File: config.mk
export PLATFORM = sky130hd
export DESIGN_NAME = gray_seq_gen_flat
export DESIGN_NICKNAME = d
export VERILOG_FILES = /design/src/rtl/gray_seq_gen_if.sv /design/src/rtl/gray_seq_gen.sv /design/src/flat_wrapper.sv
export SDC_FILE = /design/constraint.sdc
export NUM_CORES = 1
export LEC_CHECK = 0
export BUFFER_PORTS_ARGS = -buffer_cell sky130_fd_sc_hd__buf_2
export CORE_UTILIZATION = 40
export CTS_BUF_LIST = sky130_fd_sc_hd__clkbuf_8 sky130_fd_sc_hd__clkbuf_16
export CTS_CLUSTER_DIAMETER = 50
export DETAILED_ROUTE_END_ITERATION = 10
export HOLD_SLACK_MARGIN = 0.12
export PLACE_DENSITY = 0.63
export SLEW_MARGIN = 10
export SYNTH_ARGS = -nofsm -noshare
export SYNTH_HDL_FRONTEND = slang
export SYNTH_SLANG_ARGS = --single-unit
File: constraint.sdc
create_clock -name clk -period 1.7 [get_ports clk]
set_clock_uncertainty 0.1 [all_clocks]
set_input_delay 0.255 -clock clk [delete_from_list [all_inputs] [get_ports clk]]
set_output_delay 0.255 -clock clk [all_outputs]
set_load 0.01 [all_outputs]
File: src/rtl/gray_seq_gen_if.sv
// Handshake bundle for the Gray sequence generator.
// The master drives the start, configuration and ready signals; the slave returns the code stream and status.
interface gray_seq_gen_if #(
    parameter int unsigned N = 4
);
    logic         start;
    logic         dir;
    logic [N-1:0] start_val;
    logic [N-1:0] len;
    logic         ready;
    logic [N-1:0] gray_out;
    logic         valid;
    logic         busy;
    logic         done;

    modport master (
        output start, dir, start_val, len, ready,
        input  gray_out, valid, busy, done
    );

    modport slave (
        input  start, dir, start_val, len, ready,
        output gray_out, valid, busy, done
    );
endinterface

File: src/rtl/gray_seq_gen.sv
// Emits len+1 consecutive Gray codes from a binary seed, counting up or down.
// Uses a valid/ready handshake; done pulses for one cycle once the last word is taken.
module gray_seq_gen #(
    parameter int unsigned N = 4
) (
    input  logic           clk,
    input  logic           rst,
    gray_seq_gen_if.slave  bus
);
    typedef enum logic [1:0] {IDLE, RUN, DONE} state_e;

    state_e       state_q, state_d;
    logic [N-1:0] bin_cnt_q, bin_cnt_d;
    logic [N-1:0] remaining_q, remaining_d;
    logic [N-1:0] gray_out_q, gray_out_d;
    logic         dir_q, dir_d;
    logic         valid_q, valid_d;
    logic         busy_q, busy_d;
    logic         done_q, done_d;
    logic [N-1:0] bin_next_c;

    function automatic logic [N-1:0] to_gray(input logic [N-1:0] b);
        return b ^ (b >> 1);
    endfunction

    // Next count is modulo 2^N, so wrap-around needs no special case
    always_comb begin
        bin_next_c = dir_q ? (bin_cnt_q - N'(1)) : (bin_cnt_q + N'(1));
    end

    always_comb begin
        state_d     = state_q;
        bin_cnt_d   = bin_cnt_q;
        remaining_d = remaining_q;
        gray_out_d  = gray_out_q;
        dir_d       = dir_q;
        valid_d     = valid_q;
        busy_d      = busy_q;
        done_d      = 1'b0;
        unique case (state_q)
            IDLE: begin
                if (bus.start) begin
                    state_d     = RUN;
                    bin_cnt_d   = bus.start_val;
                    remaining_d = bus.len;
                    dir_d       = bus.dir;
                    gray_out_d  = to_gray(bus.start_val);
                    valid_d     = 1'b1;
                    busy_d      = 1'b1;
                end
            end
            RUN: begin
                // Without a transfer everything holds, which freezes the word under backpressure
                if (valid_q && bus.ready) begin
                    if (remaining_q != '0) begin
                        bin_cnt_d   = bin_next_c;
                        remaining_d = remaining_q - N'(1);
                        gray_out_d  = to_gray(bin_next_c);
                    end else begin
                        state_d = DONE;
                        valid_d = 1'b0;
                        done_d  = 1'b1;
                    end
                end
            end
            DONE: begin
                state_d = IDLE;
                busy_d  = 1'b0;
            end
            default: begin
                state_d = IDLE;
                valid_d = 1'b0;
                busy_d  = 1'b0;
            end
        endcase
    end

    always_ff @(posedge clk) begin
        if (rst) begin
            state_q     <= IDLE;
            bin_cnt_q   <= '0;
            remaining_q <= '0;
            gray_out_q  <= '0;
            dir_q       <= 1'b0;
            valid_q     <= 1'b0;
            busy_q      <= 1'b0;
            done_q      <= 1'b0;
        end else begin
            state_q     <= state_d;
            bin_cnt_q   <= bin_cnt_d;
            remaining_q <= remaining_d;
            gray_out_q  <= gray_out_d;
            dir_q       <= dir_d;
            valid_q     <= valid_d;
            busy_q      <= busy_d;
            done_q      <= done_d;
        end
    end

    assign bus.gray_out = gray_out_q;
    assign bus.valid    = valid_q;
    assign bus.busy     = busy_q;
    assign bus.done     = done_q;
endmodule

File: src/flat_wrapper.sv
// flat-port wrapper written by rule: the top's interface ports become plain ports
module gray_seq_gen_flat 
#(
    parameter int unsigned N = 4
)
  (clk, rst, bus_start, bus_dir, bus_start_val, bus_len, bus_ready, bus_gray_out, bus_valid, bus_busy, bus_done);
  gray_seq_gen_if #(.N(N)) bus_i ();
  input  logic clk;
  input  logic rst;
  input wire logic [$bits(bus_i.start)-1:0] bus_start;
  input wire logic [$bits(bus_i.dir)-1:0] bus_dir;
  input wire logic [$bits(bus_i.start_val)-1:0] bus_start_val;
  input wire logic [$bits(bus_i.len)-1:0] bus_len;
  input wire logic [$bits(bus_i.ready)-1:0] bus_ready;
  output wire logic [$bits(bus_i.gray_out)-1:0] bus_gray_out;
  output wire logic [$bits(bus_i.valid)-1:0] bus_valid;
  output wire logic [$bits(bus_i.busy)-1:0] bus_busy;
  output wire logic [$bits(bus_i.done)-1:0] bus_done;
  assign bus_i.start = bus_start;
  assign bus_i.dir = bus_dir;
  assign bus_i.start_val = bus_start_val;
  assign bus_i.len = bus_len;
  assign bus_i.ready = bus_ready;
  assign bus_gray_out = bus_i.gray_out;
  assign bus_valid = bus_i.valid;
  assign bus_busy = bus_i.busy;
  assign bus_done = bus_i.done;
  gray_seq_gen #(.N(N)) u_core (.clk(clk), .rst(rst), .bus(bus_i));
endmodule
; After elaboration in Yosys (flattened, before gate mapping)
; Cells that the tools add are included.
[op_classes]
reduce_logical = 10
bitwise_logic = 5
muxes = 23
n_eq_ne = 6
addsub = 3
[op_table]
columns = op, count
row1 = 4-bit two-way mux, 10
row2 = 4-bit case mux with 2 select lines, 3
row3 = 4-bit AND reduction, 2
row4 = "4-bit by 1-bit subtractor with 4-bit output, second input constant", 2
row5 = 4-bit by 3-bit bitwise XOR with 4-bit output, 2
row6 = 2-bit two-way mux, 3
row7 = "4-bit by 1-bit adder with 4-bit output, second input constant", 1
row8 = 1-bit two-way mux, 4
row9 = "2-bit by 1-bit != test with 1-bit output, second input constant", 2
row10 = "2-bit != test, second input constant", 2
row11 = 2-bit case mux with 2 select lines, 1
row12 = 2-bit AND reduction, 2
row13 = 4-bit nonzero test, 1
row14 = 1-bit inverter, 3
row15 = 1-bit case mux with 3 select lines, 1
row16 = 3-bit AND reduction, 1
row17 = 3-bit OR reduction, 1
row18 = "2-bit by 1-bit == test with 1-bit output, second input constant", 1
row19 = "2-bit == test, second input constant", 1
row20 = 2-bit zero test, 1
row21 = 1-bit case mux with 2 select lines, 1
row22 = 2-bit nonzero test, 1
row23 = 1-bit logical AND, 1
[totals]
word_cells = 55
out_inout_bits = 7
reg_bits = 18

; Depth between registers and ports, before layout
; Gate-level depths: netlist (run 1).
[depth]
depth_word = 6
mapped_depth = 6

; Worst setup path before layout (run 1)
; Ideal clock, no wire load.
[synth_timing]
path_kind = register to register
startpoint = register u_core.dir_q
endpoint = register u_core.gray_out_q[2], in the netlist u_core.bus.gray_out[2]
stages_incl_launch_ff = 7
period_less_slack_ns = 1.818
slack_ns = -0.118
required_ns = 1.505
arrival_time_ns = 1.623
path_cell_list = dfxtp_1 -> inv_1 -> fa_1 -> xnor2_1 -> xnor2_1 -> xnor2_1 -> a221oi_1
[synth_between]
elab_chain_cells = 5
[synth_lines]
columns = element, line
row1 = "start, declared", gray_seq_gen.sv:16  ; logic dir_q, dir_d;
row2 = "start signal, assigned", gray_seq_gen.sv:93  ; dir_q <= dir_d;
row3 = 4-bit two-way mux, gray_seq_gen.sv:28  ; bin_next_c = dir_q ? (bin_cnt_q - N'(1)) : (bin_cnt_q + N'(1));
row4 = 4-bit by 3-bit bitwise XOR with 4-bit output, gray_seq_gen.sv:23  ; return b ^ (b >> 1);
row5 = 4-bit two-way mux, gray_seq_gen.sv:55  ; if (remaining_q != '0) begin
row6 = 4-bit two-way mux, gray_seq_gen.sv:54  ; if (valid_q && bus.ready) begin
row7 = 4-bit case mux with 2 select lines, gray_seq_gen.sv:40  ; unique case (state_q)
row8 = "end signal, assigned", gray_seq_gen.sv:92  ; gray_out_q <= gray_out_d;
row9 = "end, declared", gray_seq_gen.sv:15  ; logic [N-1:0] gray_out_q, gray_out_d;
; No other way between the ends. The select of a mux whose other input is x is not followed.
; A chain may end at the register's enable or synchronous reset.

; Worst setup path in the final report (run 1)
[layout_timing]
startpoint = register u_core.bin_cnt_q[0]
endpoint = register u_core.gray_out_q[2], in the netlist u_core.bus.gray_out[2]
[layout_between]
elab_chain_cells = 6
word_cells_on_any_way = 7
[layout_lines]
columns = element, line
row1 = "start, declared", gray_seq_gen.sv:13  ; logic [N-1:0] bin_cnt_q, bin_cnt_d;
row2 = "start signal, assigned", gray_seq_gen.sv:90  ; bin_cnt_q <= bin_cnt_d;
row3 = 4-bit by 1-bit adder with 4-bit output / 4-bit by 1-bit subtractor with 4-bit output (equally long branches), gray_seq_gen.sv:28
row4 = 4-bit two-way mux (*), gray_seq_gen.sv:28
row5 = 4-bit by 3-bit bitwise XOR with 4-bit output (*), gray_seq_gen.sv:23
row6 = 4-bit two-way mux (*), gray_seq_gen.sv:55
row7 = 4-bit two-way mux (*), gray_seq_gen.sv:54
row8 = 4-bit case mux with 2 select lines (*), gray_seq_gen.sv:40
; Mark *: on every way between the ends. The rest lies on a longest branch, timed or not. The select of a mux whose other input is x is not followed.

==> results of run 1 <==
==> flip-flops by register name, summed over array words and instances (netlist names) <==
name,flops
u_core.dir_q,1
u_core.bus.valid,1
u_core.bus.gray_out,4
u_core.bus.busy,1
u_core.bus.done,1
u_core.remaining_q,4
u_core.state_q,2
u_core.bin_cnt_q,3
==> power by group <==
| part | switching [mW] | internal, mW |
|---|---|---|
| sequential | 0.0387 | 0.439 |
| clock | 0.144 | 0.163 |
| combinational | 0.217 | 0.221 |
| total | 0.400 | 0.823 |
==> layout by cell type (no fill, tap or decap), types with 2 or more instances in the layout <==
master and n:
buf_2 19, a211oi_1 3, xor2_1 2, inv_1 6
dfxtp_2 5, o21ai_0 6, nor2_1 4, o2111ai_1 4
buf_6 3, a21oi_1 12, a21oi_2 2, nand2_1 7
nor2b_1 2, o211ai_1 3, xnor2_1 5, inv_2 2
nor3_1 5, nand3_1 4, ha_1 2, nand2b_1 3
dfxtp_1 12, a31oi_1 2, a221oi_2 2, buf_4 13
clkbuf_8 3
==> repair_timing <==
action	in CTS	in global routing
setup buffers	1	2
hold endpoints to repair	0	0
cloned	0	0
setup endpoints to repair	3	11
pin swaps	5	11
gates resized for setup	4	20
==> per-layer routing <==
layer | vias up | global-route usage
li1 | 495 | -
met1 | 465 | 0.292
met2 | 43 | 0.378
met3 | 6 | 0.0493
met4 | 0 | 0.0702
met5 | - | 0
==> area by class of cell <==
class	instances	area, um^2	area share
clock inverters	1	5.00	0.00364
multi-input cells	85	684	0.498
well taps	28	35.0	0.0255
inverters	9	36.3	0.0264
clock buffers	3	41.3	0.0300
flip-flops and latches	17	347	0.252
repair buffers	35	226	0.165
==> worst paths after layout <==
| path | slack (ns) | to | cells past startpoint |
|---|---|---|---|
| max | -0.03 | u_core.bus.gray_out[2] | 6 |
| min reg2reg | 0.38 | u_core.bus.gray_out[0] | 2 |
| max reg2reg | -0.03 | u_core.bus.gray_out[2] | 6 |
| min | 0.14 | u_core.dir_q | 3 |
==> cells by family (layout without fill, tap and decap cells) <==
group                      after synthesis  after routing  share of synthesized area
xor gates and xnor gates                 9              9                     0.0780
AOI/OAI and AO/OA                       43             43                      0.291
and+or+nand+nor                         29             29                      0.166
DFF                                     17             17                      0.337
buffers and inverters                   16             48                     0.0718
adders and majority gates                4              4                     0.0569
==> worst register-to-register path, cell delays in order (launching register included) <==
cell      delay (ns)
dfxtp_2         0.35
inv_4           0.04
fa_2            0.42
xnor2_4         0.17
xnor2_2         0.15
xnor2_1         0.15
a221oi_1        0.25
==> metrics.txt, run 1 <==
outcome finished, violations left; violated checks negative setup slack; synthesized flop and latch total 17; Critical Path Max Stage Delay 0.42 ns; GPL Wtd Cong 0.799; Async SR Flop Fraction 0; cell taking the most area after synthesis dfxtp_1; Worst path slowest cell fa_2; metal2 WL 1260 um; post-synthesis instance total 118; PortBufs 19; clk buf depth 2; Peak VDD IR 0.000738 V; worst slew pin tran 0.415 ns; fmax 0.579 GHz; crit path buf inv count 1; initial core utilization 0.440; Worst-Skew Late Latency 0.25 ns; Post-synth top cells dfxtp_1 (17), a21oi_1 (14), inv_1 (9), nand2_1 (7), xnor2_1 (7); Critical Path End Type flop; slack of the critical path -0.0285 ns; Final Cell Area 1380 um^2; Mapped Area 1010 um^2; Hold WC Path Type primary input to flop; Post-Place Worst Slack -0.0328 ns; Chip Width 52.3 um; Yosys top cell area share 0.337; synth unique cells 35; hold buffers post-CTS 0; top-count cell post-synth dfxtp_1; reg2reg start u_core.bin_cnt_q[0]; core area 2300 um^2; Via density 5.67; final design utilization 0.599; total wire length 2640 um; root buf cell clkbuf_8; Critical Path Source u_core.bin_cnt_q[0]; post-layout min period 1.73 ns; Slew HR 0.721; share of layout cells above drive strength 1 0.413; critical path cell sequence inv_4 -> fa_2 -> xnor2_4 -> xnor2_2 -> xnor2_1 -> a221oi_1; number of global-route vias before repair 1015; initial antenna violation count 0; antenna viol nets, final 0; Cell Rows 17; GRT Overall Usage 0.227; Worst Hold Launch bus_dir; RSZ-0062 raised after global routing yes; Top Layer Used met4; Final Power 1.22 mW; largest net degree at the start of global routing 19; IO Pins 20; Final setup viols 1; die height 52.3 um; ANT cells 0; met3 WL 185 um; initial detailed-routing violation count 29; global-route wire length before repair 4580 um; Remaining Overflow, GRT 0; fill count 195; Synth Flop Type dfxtp_1; vias after detailed routing 1009; drt drc 0; YS warnings 0; area added between synthesis and finish 36.0%; TritonCTS Buffers 3; # H-tree levels 1; die area 2730 um^2; crit-path max FO 3; final hold viol count 0; Avg WL per Cell 14.8 um; Power per Cell Area 890 nW/um^2; EDFF count, synth 0; placed cell area 1210 um^2; WL met1 1150 um; WS Path Type flop to flop; Syn Nets 135; clock tree from TritonCTS done; dpl cells 171; placed wire-length estimate 1870 um; Largest delay share family, worst path XOR/XNOR gates; CTS clk-pin slew, worst paths 0.07 ns; Startpoint Class flop; final worst path period share 1.02; largest cells by area after synthesis dfxtp_1 (34%), a21oi_1 (6.9%), xnor2_1 (6.1%), ha_1 (3.7%), o2111ai_1 (3.5%); final non-filler cell total 178; Final TNS setup -0.0285 ns; P_leak 0.552 nW; Avg Cell Area, Syn 8.57 um^2; nets 168; Slew Viols, Final 0; clock sinks 17; sequential fraction of the synthesis area 0.337; Pre-antenna DRT Iters 4; Max-Cap Viols 0; crit path DAT 1.79 ns; minimum hold slack 0.138 ns; Critical Path RT 1.76 ns
Note: power is estimated with default switching activity, not from simulation.
==> run 2: changes to the inputs <==
Settings changed: PLACE_DENSITY 0.63 to 0.61.
Clock period 1.7 ns to 1.9 ns, I/O delays scaled along.
==> run 2 against run 1 <==
Against the previous run:
- the flow now finishes without violations
- cell area is 11% lower
- worst hold slack improved by 0.033 ns
- clock-buffer cell count did not move
- highest routed layer unchanged
==> metrics.txt, run 2 (synthesis results as in run 1) <==
outcome completed; clock tree from TritonCTS done; final design utilization 0.534 (-0.0643); Logic pwr share 0.308 (-0.050); Final Cell Area 1230 um^2 (-11%); slack of the critical path 0.135 ns (+0.164 ns); fmax 0.567 GHz (-2.0%); Pre-antenna DRT Iters 4 (unchanged); core area 2300 um^2 (unchanged); Max-Cap Viols 0 (unchanged); largest net degree at the start of global routing 19 (unchanged); total wire length 2510 um (-4.9%); placed cell area 1130 um^2 (-6.4%); post-layout min period 1.76 ns (+0.0361 ns); crit path DAT 1.80 ns (about the same); P_leak 0.492 nW (-11%); Final Power 1.03 mW (-16%); switching share of power 0.329 (+0.00181); Final setup viols 0 (-1); Sw Pwr 0.339 mW (-15%); Cell Rows 17 (unchanged); PortBufs 19 (unchanged); internal power consumption 0.693 mW (-16%); GPL Wtd Cong 0.770 (-3.7%); area added between synthesis and finish 21.4%; Worst-Skew Late Latency 0.26 ns (about the same); TritonCTS Buffers 3 (unchanged); met3 Use GR 0.0348 (-0.0145); Slew Viols, Final 0 (unchanged); IO Pins 20 (unchanged); Post-Place Worst Slack 0.0900 ns (+0.123 ns); Peak VDD IR 0.000429 V (-42%); minimum hold slack 0.171 ns (+0.0326 ns); global-route wire length before repair 4250 um (-7.2%); ANT cells 0 (unchanged); die area 2730 um^2 (unchanged); dpl cells 162 (-5.3%); power share of the clock group 0.280 (+0.029); Avg WL per Cell 14.8 um (-0.41%); Critical Path RT 1.93 ns (+0.17 ns); met1 GRT Util 0.281 (-0.0106); number of global-route vias before repair 911 (-10%); met2 Use GR 0.355 (-0.0235); Power per Cell Area 841 nW/um^2 (-5.4%); Seq pwr share 0.412 (+0.021); nets 160 (-4.8%); Worst Hold Launch bus_dir; final hold viol count 0 (unchanged); Chip Width 52.3 um (unchanged); WS Path Type flop to flop; # H-tree levels 1 (unchanged); root buf cell clkbuf_8; Slew HR 0.714 (-0.00770); Via density 5.60 (-1.2%); Hold WC Path Type primary input to flop; Critical Path Source u_core.bin_cnt_q[0]; Worst R2R Path Depth 7 (+1); initial core utilization 0.440 (unchanged); initial detailed-routing violation count 34 (+17%); vias after detailed routing 952 (-5.6%); CTS clk-pin slew, worst paths 0.07 ns (about the same); WHS Path Cells 3 (unchanged); hold buffers post-CTS 0 (unchanged); grt peak-use layer met2; share of layout cells above drive strength 1 0.268 (-0.146); final non-filler cell total 170 (-4.5%); Startpoint Class flop; worst slew pin tran 0.429 ns (+0.0139 ns); drt drc 0 (unchanged); GRT Overall Usage 0.213 (-0.0139); Critical Path End Type flop; initial antenna violation count 0 (unchanged); Final TNS setup 0 ns (+0.0285 ns); clock sinks 17 (unchanged); final worst path period share 0.929 (-0.0880); antenna viol nets, final 0 (unchanged); Remaining Overflow, GRT 0 (unchanged); reg2reg start u_core.bin_cnt_q[0]; crit-path max FO 3 (unchanged); most common cell after layout, fill and taps aside buf_2; clk buf depth 2 (unchanged); die height 52.3 um (unchanged); commonest non-fill, non-tap cells in the layout buf_2 (19), dfxtp_1 (17), a21oi_1 (14); placed wire-length estimate 1780 um (-4.8%)
==> run 2: cell type report <==
class                           instances  area, um^2
Fill cell                             226        1070
Multi-Input combinational cell         85         614
Sequential cell                        17         340
Timing Repair Buffer                   27         155
Clock buffer                            3        41.3
Tap cell                               28        35.0
Inverter                                9        33.8
Clock inverter                          1        7.51
==> run 2: worst paths after layout <==
path	end	slack, ns
worst max-delay path	u_core.bus.gray_out[1]	0.14
worst min-delay path	u_core.dir_q	0.17
worst max register to register	u_core.bus.gray_out[1]	0.14
worst min register to register	u_core.bus.busy	0.40
==> run 2: routing by layer <==
metal	vias up	wire (um)
met4	0	32
met1	448	1220
met3	5	109
met5	-	0
li1	475	-
met2	24	1140
==> run 2: repair_timing <==
action                                  in CTS  in global routing
endpoints found under the setup margin       0                  5
resized for setup                            0                  3
endpoints found under the hold margin        0                  0
setup buffers                                0                  4
==> run 2: critical path, cell delays in order (launching register included) <==
cell and delay, ns:
dfxtp_1 0.37, inv_1 0.10, fa_2 0.39, xnor2_2 0.16
buf_4 0.14, xnor2_1 0.12, o2111ai_1 0.17, a21oi_1 0.09
==> run 2: power by group through the flow <==
stage          sequential, mW  clock, mW  combinational [mW]
6_report                0.425      0.289               0.319
5_1_grt                 0.430      0.312               0.352
4_1_cts                 0.425      0.299               0.294
3_5_place_dp            0.433          0               0.290
3_3_place_gp            0.431          0               0.289
2_1_floorplan           0.429          0               0.212
